File: src/rtl/last_set_scheduler_if.sv
// Bundle between the requesters / shared last_set unit and the scheduler.
// Master is the environment (requesters plus the unit); slave is the scheduler.
interface last_set_scheduler_if #(
    parameter int N_REQ = 4,
    parameter int WIDTH = 16
);
    logic [N_REQ-1:0]       req_valid;
    logic [N_REQ*WIDTH-1:0] req_vector;
    logic [N_REQ-1:0]       req_ready;
    logic [N_REQ-1:0]       resp_valid;
    logic [5:0]             resp_location;
    logic                   resp_err;
    logic                   lz_start;
    logic [WIDTH-1:0]       lz_vector;
    logic [5:0]             lz_location;
    logic                   lz_valid;

    modport master (
        output req_valid, req_vector, lz_location, lz_valid,
        input  req_ready, resp_valid, resp_location, resp_err, lz_start, lz_vector
    );

    modport slave (
        input  req_valid, req_vector, lz_location, lz_valid,
        output req_ready, resp_valid, resp_location, resp_err, lz_start, lz_vector
    );
endinterface

File: src/rtl/last_set_scheduler.sv
// Round-robin scheduler sharing one last_set highest-set-bit unit among N_REQ requesters,
// with a zero-integer-part bypass and a per-job timeout.
module last_set_scheduler #(
    parameter int N_REQ    = 4,
    parameter int WIDTH    = 16,
    parameter int FP_B     = 4,
    parameter int MAX_WAIT = 16
) (
    input  logic                clk,
    input  logic                rst_,
    last_set_scheduler_if.slave bus
);
    localparam int OW = $clog2(N_REQ);
    localparam int CW = $clog2(MAX_WAIT + 1);

    typedef enum logic [1:0] {
        IDLE = 2'd0,
        BUSY = 2'd1,
        DONE = 2'd2
    } state_t;

    state_t           state_r;
    state_t           state_s;
    logic [OW-1:0]    ptr_r;
    logic [OW-1:0]    owner_r;
    logic [OW-1:0]    win_s;
    logic [OW:0]      scan_raw_s;
    logic [OW:0]      scan_s;
    logic             found_s;
    logic [WIDTH-1:0] vec_r;
    logic [WIDTH-1:0] sel_vec_s;
    logic             int_zero_s;
    logic [CW-1:0]    cnt_r;
    logic             timeout_s;
    logic [5:0]       loc_r;
    logic             err_r;
    logic             lz_start_r;
    logic [N_REQ-1:0] resp_valid_r;
    logic [N_REQ-1:0] ready_s;

    function automatic logic [N_REQ-1:0] onehot(input logic [OW-1:0] idx);
        onehot = N_REQ'(1'b1) << idx;
    endfunction

    assign sel_vec_s  = bus.req_vector[int'(win_s) * WIDTH +: WIDTH];
    // The unit never completes on a vector with an all-zero integer part.
    assign int_zero_s = (sel_vec_s[WIDTH-1:FP_B] == '0);
    assign timeout_s  = (cnt_r == CW'(MAX_WAIT - 1));

    // Round-robin winner search; scanning backwards lets the slot at ptr override the rest.
    always_comb begin
        found_s    = 1'b0;
        win_s      = '0;
        scan_raw_s = '0;
        scan_s     = '0;
        for (int k = N_REQ - 1; k >= 0; k--) begin
            scan_raw_s = {1'b0, ptr_r} + (OW+1)'(k);
            scan_s     = (scan_raw_s >= (OW+1)'(N_REQ)) ? scan_raw_s - (OW+1)'(N_REQ) : scan_raw_s;
            found_s    = found_s | bus.req_valid[scan_s[OW-1:0]];
            win_s      = bus.req_valid[scan_s[OW-1:0]] ? scan_s[OW-1:0] : win_s;
        end
    end

    // State register.
    always_ff @(posedge clk) begin
        if (rst_) begin
            state_r <= IDLE;
        end else begin
            state_r <= state_s;
        end
    end

    // Next-state logic; a valid from the unit wins over a coincident timeout.
    always_comb begin
        state_s = state_r;
        case (state_r)
            IDLE: begin
                if (found_s) state_s = int_zero_s ? DONE : BUSY;
                else         state_s = IDLE;
            end
            BUSY: begin
                if (bus.lz_valid || timeout_s) state_s = DONE;
                else                           state_s = BUSY;
            end
            DONE:    state_s = IDLE;
            default: state_s = IDLE;
        endcase
    end

    // Grant output: combinational one-hot, only in IDLE and never while reset is asserted.
    always_comb begin
        ready_s = '0;
        if ((state_r == IDLE) && !rst_ && found_s) ready_s = onehot(win_s);
        else                                       ready_s = '0;
    end

    // Job datapath: capture, wait counting, result latch and completion pulse.
    always_ff @(posedge clk) begin
        if (rst_) begin
            ptr_r        <= '0;
            owner_r      <= '0;
            vec_r        <= '0;
            cnt_r        <= '0;
            loc_r        <= 6'd0;
            err_r        <= 1'b0;
            lz_start_r   <= 1'b0;
            resp_valid_r <= '0;
        end else begin
            resp_valid_r <= '0;
            case (state_r)
                IDLE: begin
                    if (found_s) begin
                        vec_r      <= sel_vec_s;
                        owner_r    <= win_s;
                        cnt_r      <= '0;
                        lz_start_r <= !int_zero_s;
                        if (int_zero_s) begin
                            loc_r        <= 6'd0;
                            err_r        <= 1'b0;
                            resp_valid_r <= onehot(win_s);
                        end
                    end
                end
                BUSY: begin
                    cnt_r <= cnt_r + CW'(1);
                    if (bus.lz_valid) begin
                        loc_r        <= bus.lz_location;
                        err_r        <= 1'b0;
                        lz_start_r   <= 1'b0;
                        resp_valid_r <= onehot(owner_r);
                    end else if (timeout_s) begin
                        loc_r        <= 6'd0;
                        err_r        <= 1'b1;
                        lz_start_r   <= 1'b0;
                        resp_valid_r <= onehot(owner_r);
                    end
                end
                DONE: begin
                    ptr_r <= (owner_r == OW'(N_REQ - 1)) ? '0 : owner_r + OW'(1);
                end
                default: begin
                    lz_start_r <= 1'b0;
                end
            endcase
        end
    end

    assign bus.req_ready     = ready_s;
    assign bus.resp_valid    = resp_valid_r;
    assign bus.resp_location = loc_r;
    assign bus.resp_err      = err_r;
    assign bus.lz_start      = lz_start_r;
    assign bus.lz_vector     = vec_r;
endmodule
File: src/flat_wrapper.sv
// flat-port wrapper written by rule: the top's interface ports become plain ports
module last_set_scheduler_flat 
#(
    parameter int N_REQ    = 4,
    parameter int WIDTH    = 16,
    parameter int FP_B     = 4,
    parameter int MAX_WAIT = 16
)
  (clk, rst_, bus_req_valid, bus_req_vector, bus_lz_location, bus_lz_valid, bus_req_ready, bus_resp_valid, bus_resp_location, bus_resp_err, bus_lz_start, bus_lz_vector);
  last_set_scheduler_if #(.N_REQ(N_REQ), .WIDTH(WIDTH)) bus_i ();
  input  logic clk;
  input  logic rst_;
  input wire logic [$bits(bus_i.req_valid)-1:0] bus_req_valid;
  input wire logic [$bits(bus_i.req_vector)-1:0] bus_req_vector;
  input wire logic [$bits(bus_i.lz_location)-1:0] bus_lz_location;
  input wire logic [$bits(bus_i.lz_valid)-1:0] bus_lz_valid;
  output wire logic [$bits(bus_i.req_ready)-1:0] bus_req_ready;
  output wire logic [$bits(bus_i.resp_valid)-1:0] bus_resp_valid;
  output wire logic [$bits(bus_i.resp_location)-1:0] bus_resp_location;
  output wire logic [$bits(bus_i.resp_err)-1:0] bus_resp_err;
  output wire logic [$bits(bus_i.lz_start)-1:0] bus_lz_start;
  output wire logic [$bits(bus_i.lz_vector)-1:0] bus_lz_vector;
  assign bus_i.req_valid = bus_req_valid;
  assign bus_i.req_vector = bus_req_vector;
  assign bus_i.lz_location = bus_lz_location;
  assign bus_i.lz_valid = bus_lz_valid;
  assign bus_req_ready = bus_i.req_ready;
  assign bus_resp_valid = bus_i.resp_valid;
  assign bus_resp_location = bus_i.resp_location;
  assign bus_resp_err = bus_i.resp_err;
  assign bus_lz_start = bus_i.lz_start;
  assign bus_lz_vector = bus_i.lz_vector;
  last_set_scheduler #(.N_REQ(N_REQ), .WIDTH(WIDTH), .FP_B(FP_B), .MAX_WAIT(MAX_WAIT)) u_core (.clk(clk), .rst_(rst_), .bus(bus_i));
endmodule
File: config.mk
export PLATFORM = sky130hd
export DESIGN_NAME = last_set_scheduler_flat
export DESIGN_NICKNAME = d
export VERILOG_FILES = /design/src/rtl/last_set_scheduler_if.sv /design/src/rtl/last_set_scheduler.sv /design/src/flat_wrapper.sv
export SDC_FILE = /design/constraint.sdc
export NUM_CORES = 1
export LEC_CHECK = 0
export CAP_MARGIN = 10
export CELL_PAD_IN_SITES_DETAIL_PLACEMENT = 1
export CELL_PAD_IN_SITES_GLOBAL_PLACEMENT = 2
export CORE_MARGIN = 5
export CORE_UTILIZATION = 24
export DETAILED_ROUTE_END_ITERATION = 8
export GPL_ROUTABILITY_DRIVEN = 1
export HOLD_SLACK_MARGIN = 0.08
export PLACE_DENSITY_LB_ADDON = 0.08
export SYNTH_ARGS = -nofsm -noshare
export SYNTH_HDL_FRONTEND = slang
export SYNTH_SLANG_ARGS = --single-unit
File: constraint.sdc
create_clock -name clk -period 5.4 [get_ports clk]
set_input_delay 0.54 -clock clk [delete_from_list [all_inputs] [get_ports clk]]
set_output_delay 0.54 -clock clk [all_outputs]
set_load 0.1 [all_outputs]
==> flow_summary.ini, run 1 <==
[power]
internal-power_mw = 0.596
switching_share = 0.449
power_density_nw_per_um2 = 306
static-leakage-power_nw = 1.33
part_of_the_power_in_the_clock_network = 0.186
pwr-share-comb = 0.493
switching_power_mw = 0.486
pwr-share-seq = 0.321
power.ir.vdd_worst_mv = 0.156

[clocking]
cts.reportedPaths.clkPinSlew_ns = 0.08
clock_latency_reported_for_the_late_side_of_the_worst_skew_pair_ns = 0.29
post_cts_resized = 0
cts_tree = built
cts_inserted_buffers = 5
clk_path_buf_depth = 2
cts_num_sinks = 39
cts_setup_buffers = 0
root_buffer = clkbuf_8
clock_tree.htree_level_count = 2
ctsHoldBuffers = 0

[cells_and_area]
layout-drive-gt1-share = 0.0676
final_net_count = 453
stdcell_area_sq_um = 3530
antenna_cells_inserted = 0
areaGrowthSynthToFinish_pct = 55.5

[yosys]
yosys.area.top_type = dfxtp_1
synth_top_area_share = 0.344
syn-cell-area_sq_um = 2270
number_of_instances_in_the_synthesized_netlist = 271
syn_avg_cell_area_sq_um = 8.38
mappedNetlistNets = 354
synth_edf_count = 0
postSynth.topFlopCell = dfxtp_1
yosys_warnings = 0
synthDistinctLibCells = 40
yosys.cell_count.top_type = nor2_1
top_cells_by_count_synth = nor2_1, dfxtp_1, a21oi_1
synth_async_sr_flop_share = 0
synth-seq-area-share = 0.344
synth_seq_cells = 39
post_synth_main_area_contributors = dfxtp_1, mux2i_1, nor2_1

[setup_path]
timing.rr.start = u_core.ptr_r[0]$_SDFFE_PP0N_
critical_path_class = input pin to primary output
cp.arrival_ns = 3.33
endpoint_kind = primary output
cp.required_ns = 4.86
critical_path.startpoint_type = input pin
worst-path-max-fanout = 19
crit_start = bus_req_valid[1]

[detailed_routing]
route.detailed.drc = 0
detailroute.via_count = 2326
vias_per_cell = 4.66
drt_first_iter_violations = 65
postRouteWirelength_um = 7500
dr.pass1.iters = 4
detail-route-antenna-nets = 0
wire_per_inst_um = 15.0

[timing]
final.min_clock_period_ns = 3.87
tns_ns = 0
report.final.hold_viol_count = 0
achievable-frequency_mhz = 258
drv_slew = 0
post-route-period-util = 0.717
clock-skew-final_ns = 0.00806
max_slew.worst_pin.slew_ns = 1.03
max_slew_margin = 0.312
setup_viol = 0
setup_repair_after_global_routing_missed_its_margin = false

[floorplan]
design.core.area_sq_um = 9240
die_w_um = 107
fp-row-count = 35
die_area_sq_um = 11500
boundaryPins = 109
height_of_the_die_um = 107
initial_core_util = 0.246

[place]
dpl-instance-area_sq_um = 3440
detailed_place_hpwl_um = 5810
buffer_ports.inserted = 108
gp_congestion = 0.705

[global_route]
global_route_wire_length_before_repair_um = 12400
grt_antenna_before_repair = 0
grt_max_degree = 40
first_global_vias = 2537
gr-total-overflow = 0
grt_usage = 0.136

[job]
timing.max_cap.violations = 0

[worst_hold_path]
min_path_type = register to register
hold_start = u_core.bus.resp_location[1]$_SDFFE_PP0P_

[status]
status = finished, final reports clean
[cells in the final DEF (no fill, tap or decap), types with 7 or more instances in the layout]
cell type	synthesis	final
a211oi_1	8	8
a21oi_1	33	33
a22o_1	12	12
a32oi_1	7	7
clkdlybuf4s50_1	0	106
dfxtp_1	39	39
inv_1	12	12
mux2i_1	21	21
nand2b_1	12	12
nor2_1	45	45
[cell families (layout without fill, tap and decap cells)]
| logic type | after synthesis | after routing | synth area share |
|---|---|---|---|
| AOI/OAI and AO/OA | 77 | 77 | 0.245 |
| xor gates and xnor gates | 1 | 1 | 0.00386 |
| adders and majority gates | 6 | 6 | 0.0331 |
| buffers and inverters | 33 | 132 | 0.0667 |
| DFF | 39 | 39 | 0.344 |
| muxes | 25 | 25 | 0.112 |
| and+or+nand+nor | 90 | 90 | 0.195 |
[power groups by stage]
stage	Clock (mW)	Combinational (mW)	Sequential [mW]
finish	0.201	0.533	0.347
global route	0.228	0.574	0.353
CTS	0.213	0.540	0.348
detailed placement	0	0.538	0.355
global placement	0	0.537	0.354
floorplan	0	0.193	0.540
[final timing paths]
check / slack, ns / cells after the start / endpoint
min reg2reg: 0.48 / 2 / u_core.bus.resp_location[1]$_SDFFE_PP0P_
max reg2reg: 2.36 / 10 / u_core.bus.resp_valid[2]$_SDFF_PP0_
min: 0.48 / 2 / u_core.bus.resp_location[1]$_SDFFE_PP0P_
max: 1.53 / 6 / bus_req_ready[1]
[final cells by class]
cell class / count / area, sq um
Tap cell: 129 / 161
Timing Repair Buffer: 112 / 1110
Clock inverter: 1 / 5.00
Multi-Input combinational cell: 199 / 1340
Fill cell: 1095 / 5710
Inverter: 13 / 48.8
Clock buffer: 6 / 82.6
Sequential cell: 39 / 781
[routing by layer]
| layer | wire length, um | up-vias | GRT usage |
|---|---|---|---|
| li1 | - | 1164 | - |
| met1 | 3140 | 1086 | 0.155 |
| met2 | 3700 | 70 | 0.238 |
| met3 | 603 | 6 | 0.0524 |
| met4 | 59 | 0 | 0.0301 |
| met5 | 0 | - | 0 |
[per-stage QoR]
stage	total power, mW	utilization	setup WS, ns	hold slack, ns	std cells
floorplan	0.734	-	1.85	0.454	271
global placement	0.890	0.372	1.54	0.464	492
detailed placement	0.893	0.372	1.50	0.472	492
CTS	1.10	0.382	1.50	0.485	499
global route	1.15	0.382	1.40	0.512	499
finish	1.08	0.382	1.53	0.482	499
[sequential cells by signal, indices dropped and copies added (netlist names)]
register,cells
u_core.bus.lz_start,1
u_core.bus.lz_vector,16
u_core.bus.resp_err,1
u_core.bus.resp_location,6
u_core.bus.resp_valid,4
u_core.cnt_r,5
u_core.owner_r,2
u_core.ptr_r,2
u_core.state_r,2
[worst max-delay path, stage by stage]
cell and delay, ns:
clkdlybuf4s50_1 0.52, nand2b_1 0.14, a21oi_1 0.06, o32a_1 0.64, nor2_1 0.26, clkdlybuf4s50_1 1.16
No activity file was read; power rests on OpenSTA's default activity.
==> inputs of run 2 (changes only) <==
- CORE_UTILIZATION: 24 -> 22
- clock period: 5.4 -> 3.9 ns (I/O delays scaled with it)
==> flow_summary.ini, run 2 (synthesis gave the netlist of run 1 again) <==
[global_route]
grt_antenna_before_repair = 0
grt_usage = 0.121
first_global_vias = 2499
global_route_wire_length_before_repair_um = 12300
grt_max_degree = 37
gr-total-overflow = 0

[floorplan]
design.core.area_sq_um = 10200
initial_core_util = 0.223
height_of_the_die_um = 112
die_w_um = 112
fp-row-count = 37
die_area_sq_um = 12400
boundaryPins = 109

[detailed_routing]
postRouteWirelength_um = 7480
detail-route-antenna-nets = 0
dr_wl_met2_um = 3790
vias_per_cell = 4.55
detailroute.via_count = 2321
wire_per_inst_um = 14.7
drt_first_iter_violations = 50
route.detailed.drc = 0
met3WireLength_um = 655
dr.pass1.iters = 4
drt-met1-wl_um = 3010
route.top_layer_used = met4

[power]
power.ir.vdd_worst_mv = 0.187
post-layout-total-power_mw = 1.50
power_density_nw_per_um2 = 415
static-leakage-power_nw = 1.36

[cells_and_area]
utilization = 0.354
antenna_cells_inserted = 0
largest_register_ffs = 16
final_net_count = 456
areaGrowthSynthToFinish_pct = 58.7
layout-drive-gt1-share = 0.0829
layout_commonest_cell = clkdlybuf4s50_1
most-common-layout-cells = clkdlybuf4s50_1, nor2_1, dfxtp_1

[setup_path]
worst-path-max-fanout = 36
critical_path_class = input pin to primary output
endpoint_kind = primary output
critical_path.cell_chain = clkdlybuf4s50_1, nor2b_2, o21a_1, nor3_4, buf_4, or3_1, nor2_1, buf_12
cp.required_ns = 3.51
critical_path.startpoint_type = input pin
cp.arrival_ns = 2.51
path_buf_inv = 3
cpLargestDelayFamily = buffers and inverters
crit_path_max_delay_cell_type = clkdlybuf4s50_1
critical_path_max_stage_delay_ns = 0.50

[timing]
final.min_clock_period_ns = 2.90
clock-skew-final_ns = 0.00670
setup_viol = 0
max_slew.worst_pin.slew_ns = 1.04
achievable-frequency_mhz = 345
max_slew_margin = 0.304
hold-worst-slack_ns = 0.479
drv_slew = 0
setup_repair_after_global_routing_missed_its_margin = false
report.final.hold_viol_count = 0
fin_ws_ns = 1.00
tns_ns = 0
post-route-period-util = 0.742

[clocking]
post_cts_resized = 0
cts_inserted_buffers = 5
cts_tree = built
root_buffer = clkbuf_8
cts.reportedPaths.clkPinSlew_ns = 0.08
clock_latency_reported_for_the_late_side_of_the_worst_skew_pair_ns = 0.29
clock_tree.htree_level_count = 2
cts_setup_buffers = 0
ctsHoldBuffers = 0
clk_path_buf_depth = 2
cts_num_sinks = 39

[place]
place_worst_setup_slack_ns = 0.697
gp_congestion = 0.714
buffer_ports.inserted = 108
detailed_place_hpwl_um = 5950

[job]
timing.max_cap.violations = 0

[status]
status = finished, final reports clean

[worst_hold_path]
min_path_type = register to register
-- run 2: final timing paths --
| check | cells past startpoint | from | slack (ns) | to |
|---|---|---|---|---|
| max | 8 | bus_req_valid[2] | 1.00 | bus_req_ready[2] |
| min | 2 | u_core.bus.resp_err$_SDFFE_PP0P_ | 0.48 | u_core.bus.resp_err$_SDFFE_PP0P_ |
| max reg2reg | 8 | u_core.ptr_r[0]$_SDFFE_PP0N_ | 1.34 | u_core.bus.resp_location[1]$_SDFFE_PP0P_ |
| min reg2reg | 2 | u_core.bus.resp_err$_SDFFE_PP0P_ | 0.48 | u_core.bus.resp_err$_SDFFE_PP0P_ |
-- run 2: metal layers --
layer / GRT usage / up-vias
met4: 0.0195 / 0
met1: 0.129 / 1078
met5: 0 / -
met3: 0.0571 / 2
met2: 0.221 / 67
li1: - / 1174
-- run 2: metrics by stage --
step / cells / area, sq um
final: 510 / 3600
after global routing: 510 / 3600
after CTS: 510 / 3600
after detailed placement: 502 / 3520
after global placement: 502 / 3520
after floorplan: 271 / 2270
-- run 2: final cells by class --
type	instances	area (sq um)
repair buffers	115	1170
clock buffers	5	68.8
inverters	13	48.8
clock inverters	3	15.0
multi-input cells	199	1340
well taps	136	170
flip-flops and latches	39	781
fillers	1234	6580
-- run 2: power by group --
group          switching (mW)  internal [mW]
sequential             0.0364          0.445
combinational           0.497          0.249
clock                   0.145          0.123
total                   0.679          0.816
-- run 2: worst min-delay path: stages, from the launching register on --
cell and delay [ns]:
dfxtp_1 0.33, nand3_1 0.07, o21ai_1 0.05
==> inputs of run 3 (changes only) <==
- CORE_UTILIZATION: 22 -> 20
- clock period: 3.9 -> 2.45 ns (I/O delays scaled with it)
==> flow_summary.ini, run 3 (synthesis gave the netlist of run 1 again) <==
[timing]
clock-skew-final_ns = 0.00340
hold-worst-slack_ns = 0.482
setup_viol = 0
report.final.hold_viol_count = 0
drv_slew = 0
max_slew_margin = 0.518
final.min_clock_period_ns = 2.37
setup_repair_after_global_routing_missed_its_margin = true
post-route-period-util = 0.967
max_slew.worst_pin.slew_ns = 0.718
achievable-frequency_mhz = 422

[global_route]
first_global_vias = 2589
global_route_wire_length_before_repair_um = 13200
grt_usage = 0.124
grt_max_degree = 37
grt_antenna_before_repair = 0
gr-total-overflow = 0

[detailed_routing]
postRouteWirelength_um = 8640
vias_per_cell = 4.54
detail-route-antenna-nets = 0
dr.pass1.iters = 4
route.detailed.drc = 0
drt_first_iter_violations = 41
wire_per_inst_um = 15.5
detailroute.via_count = 2536

[cells_and_area]
stdcell_area_sq_um = 4180
layout-drive-gt1-share = 0.281
areaGrowthSynthToFinish_pct = 84.1
most-common-layout-cells = clkdlybuf4s50_1, buf_4, nor2_1
fillerInstances = 1305
utilization = 0.371
antenna_cells_inserted = 0
layout_commonest_cell = clkdlybuf4s50_1
instances_no_fill = 559
final_net_count = 498
largest_register_ffs = 16

[floorplan]
fp-row-count = 39
die_area_sq_um = 13600
design.core.area_sq_um = 11300
die_w_um = 117
initial_core_util = 0.201
boundaryPins = 109
height_of_the_die_um = 117

[clocking]
cts_inserted_buffers = 5
clock_latency_reported_for_the_late_side_of_the_worst_skew_pair_ns = 0.28
cts_num_sinks = 39
cts.reportedPaths.clkPinSlew_ns = 0.06
root_buffer = clkbuf_16
clock_tree.htree_level_count = 2
ctsHoldBuffers = 0
cts_tree = built
clk_path_buf_depth = 2

[place]
dpl-instance-area_sq_um = 3710
buffer_ports.inserted = 108
gp_congestion = 0.704
detailed_place_hpwl_um = 6640
placed_cells = 536

[status]
status = finished, final reports clean

[setup_path]
endpoint_kind = primary output
cp.arrival_ns = 2.12
critical_path.startpoint_type = register
r2r.worst_path.cells = 11
cp.required_ns = 2.20
critical_path_class = register to primary output
worst-path-max-fanout = 6

[power]
power_density_nw_per_um2 = 669
power.ir.vdd_worst_mv = 0.321
static-leakage-power_nw = 1.75

[worst_hold_path]
min_path_type = register to register
timing.hold.worst_path_depth = 2

[job]
timing.max_cap.violations = 0
run 3: cell count changes in the layout (fill, tap and decap cells not counted), moves of 5 or more:
cell | previous run | this run
buf_4 | 7 | 65
clkdlybuf4s50_1 | 104 | 72
clkbuf_16 | 0 | 8
clkbuf_8 | 5 | 0
nor2_1 | 45 | 40
nor2_4 | 0 | 5
run 3: path summary, 6_finish.rpt:
check / to / slack [ns] / startpoint
setup reg to reg: u_core.bus.resp_location[1]$_SDFFE_PP0P_ / 0.12 / u_core.ptr_r[0]$_SDFFE_PP0N_
hold reg to reg: u_core.bus.resp_location[5]$_SDFFE_PP0P_ / 0.48 / u_core.bus.resp_location[5]$_SDFFE_PP0P_
hold / removal: u_core.bus.resp_location[5]$_SDFFE_PP0P_ / 0.48 / u_core.bus.resp_location[5]$_SDFFE_PP0P_
setup / recovery: bus_req_ready[0] / 0.08 / u_core.ptr_r[0]$_SDFFE_PP0N_
run 3: timing repair:
action | in CTS | in global routing
pin swaps | 6 | 11
endpoints found under the setup margin | 18 | 18
buffers inserted | 2 | 10
gates cloned | 0 | 3
gates resized for setup | 7 | 28
run 3: stage by stage:
step | setup WS (ns) | total power [mW] | TNS, ns
floorplan | -0.479 | 1.62 | -1.76
global placement | -0.344 | 2.06 | -5.91
detailed placement | -0.412 | 2.06 | -7.05
CTS | 0.0141 | 2.76 | 0
global route | -0.0235 | 2.96 | -0.0513
finish | 0.0816 | 2.80 | 0
run 3: critical path, cell delays in order (launching register included):
cell and delay (ns):
dfxtp_2 0.34, nand2b_4 0.14, a21oi_4 0.15, nor3_4 0.07, buf_12 0.14, buf_8 0.12
buf_6 0.12, or3_4 0.40, nor2_4 0.17, buf_12 0.19
run 3: report_power, final:
part / internal, mW / total (mW) / switching, mW
Clock: 0.381 / 0.658 / 0.277
Sequential: 0.710 / 0.761 / 0.0511
Combinational: 0.522 / 1.38 / 0.855
Total: 1.61 / 2.80 / 1.18
run 3: per-layer routing:
metal / track usage / vias up / share of wire
met5: 0 / - / 0
met4: 0.0229 / 0 / 0.0069
met3: 0.0451 / 4 / 0.077
met2: 0.233 / 64 / 0.53
met1: 0.135 / 1209 / 0.39
li1: - / 1259 / -
run 3: layout make-up:
| cell class | count | area [sq um] | share of cell area |
|---|---|---|---|
| clock buffer | 5 | 125 | 0.0299 |
| tap | 143 | 179 | 0.0428 |
| multi-input combinational | 199 | 1470 | 0.351 |
| sequential | 39 | 783 | 0.187 |
| inverter | 13 | 48.8 | 0.0117 |
| clock inverter | 3 | 23.8 | 0.00569 |
| timing repair buffer | 157 | 1550 | 0.372 |
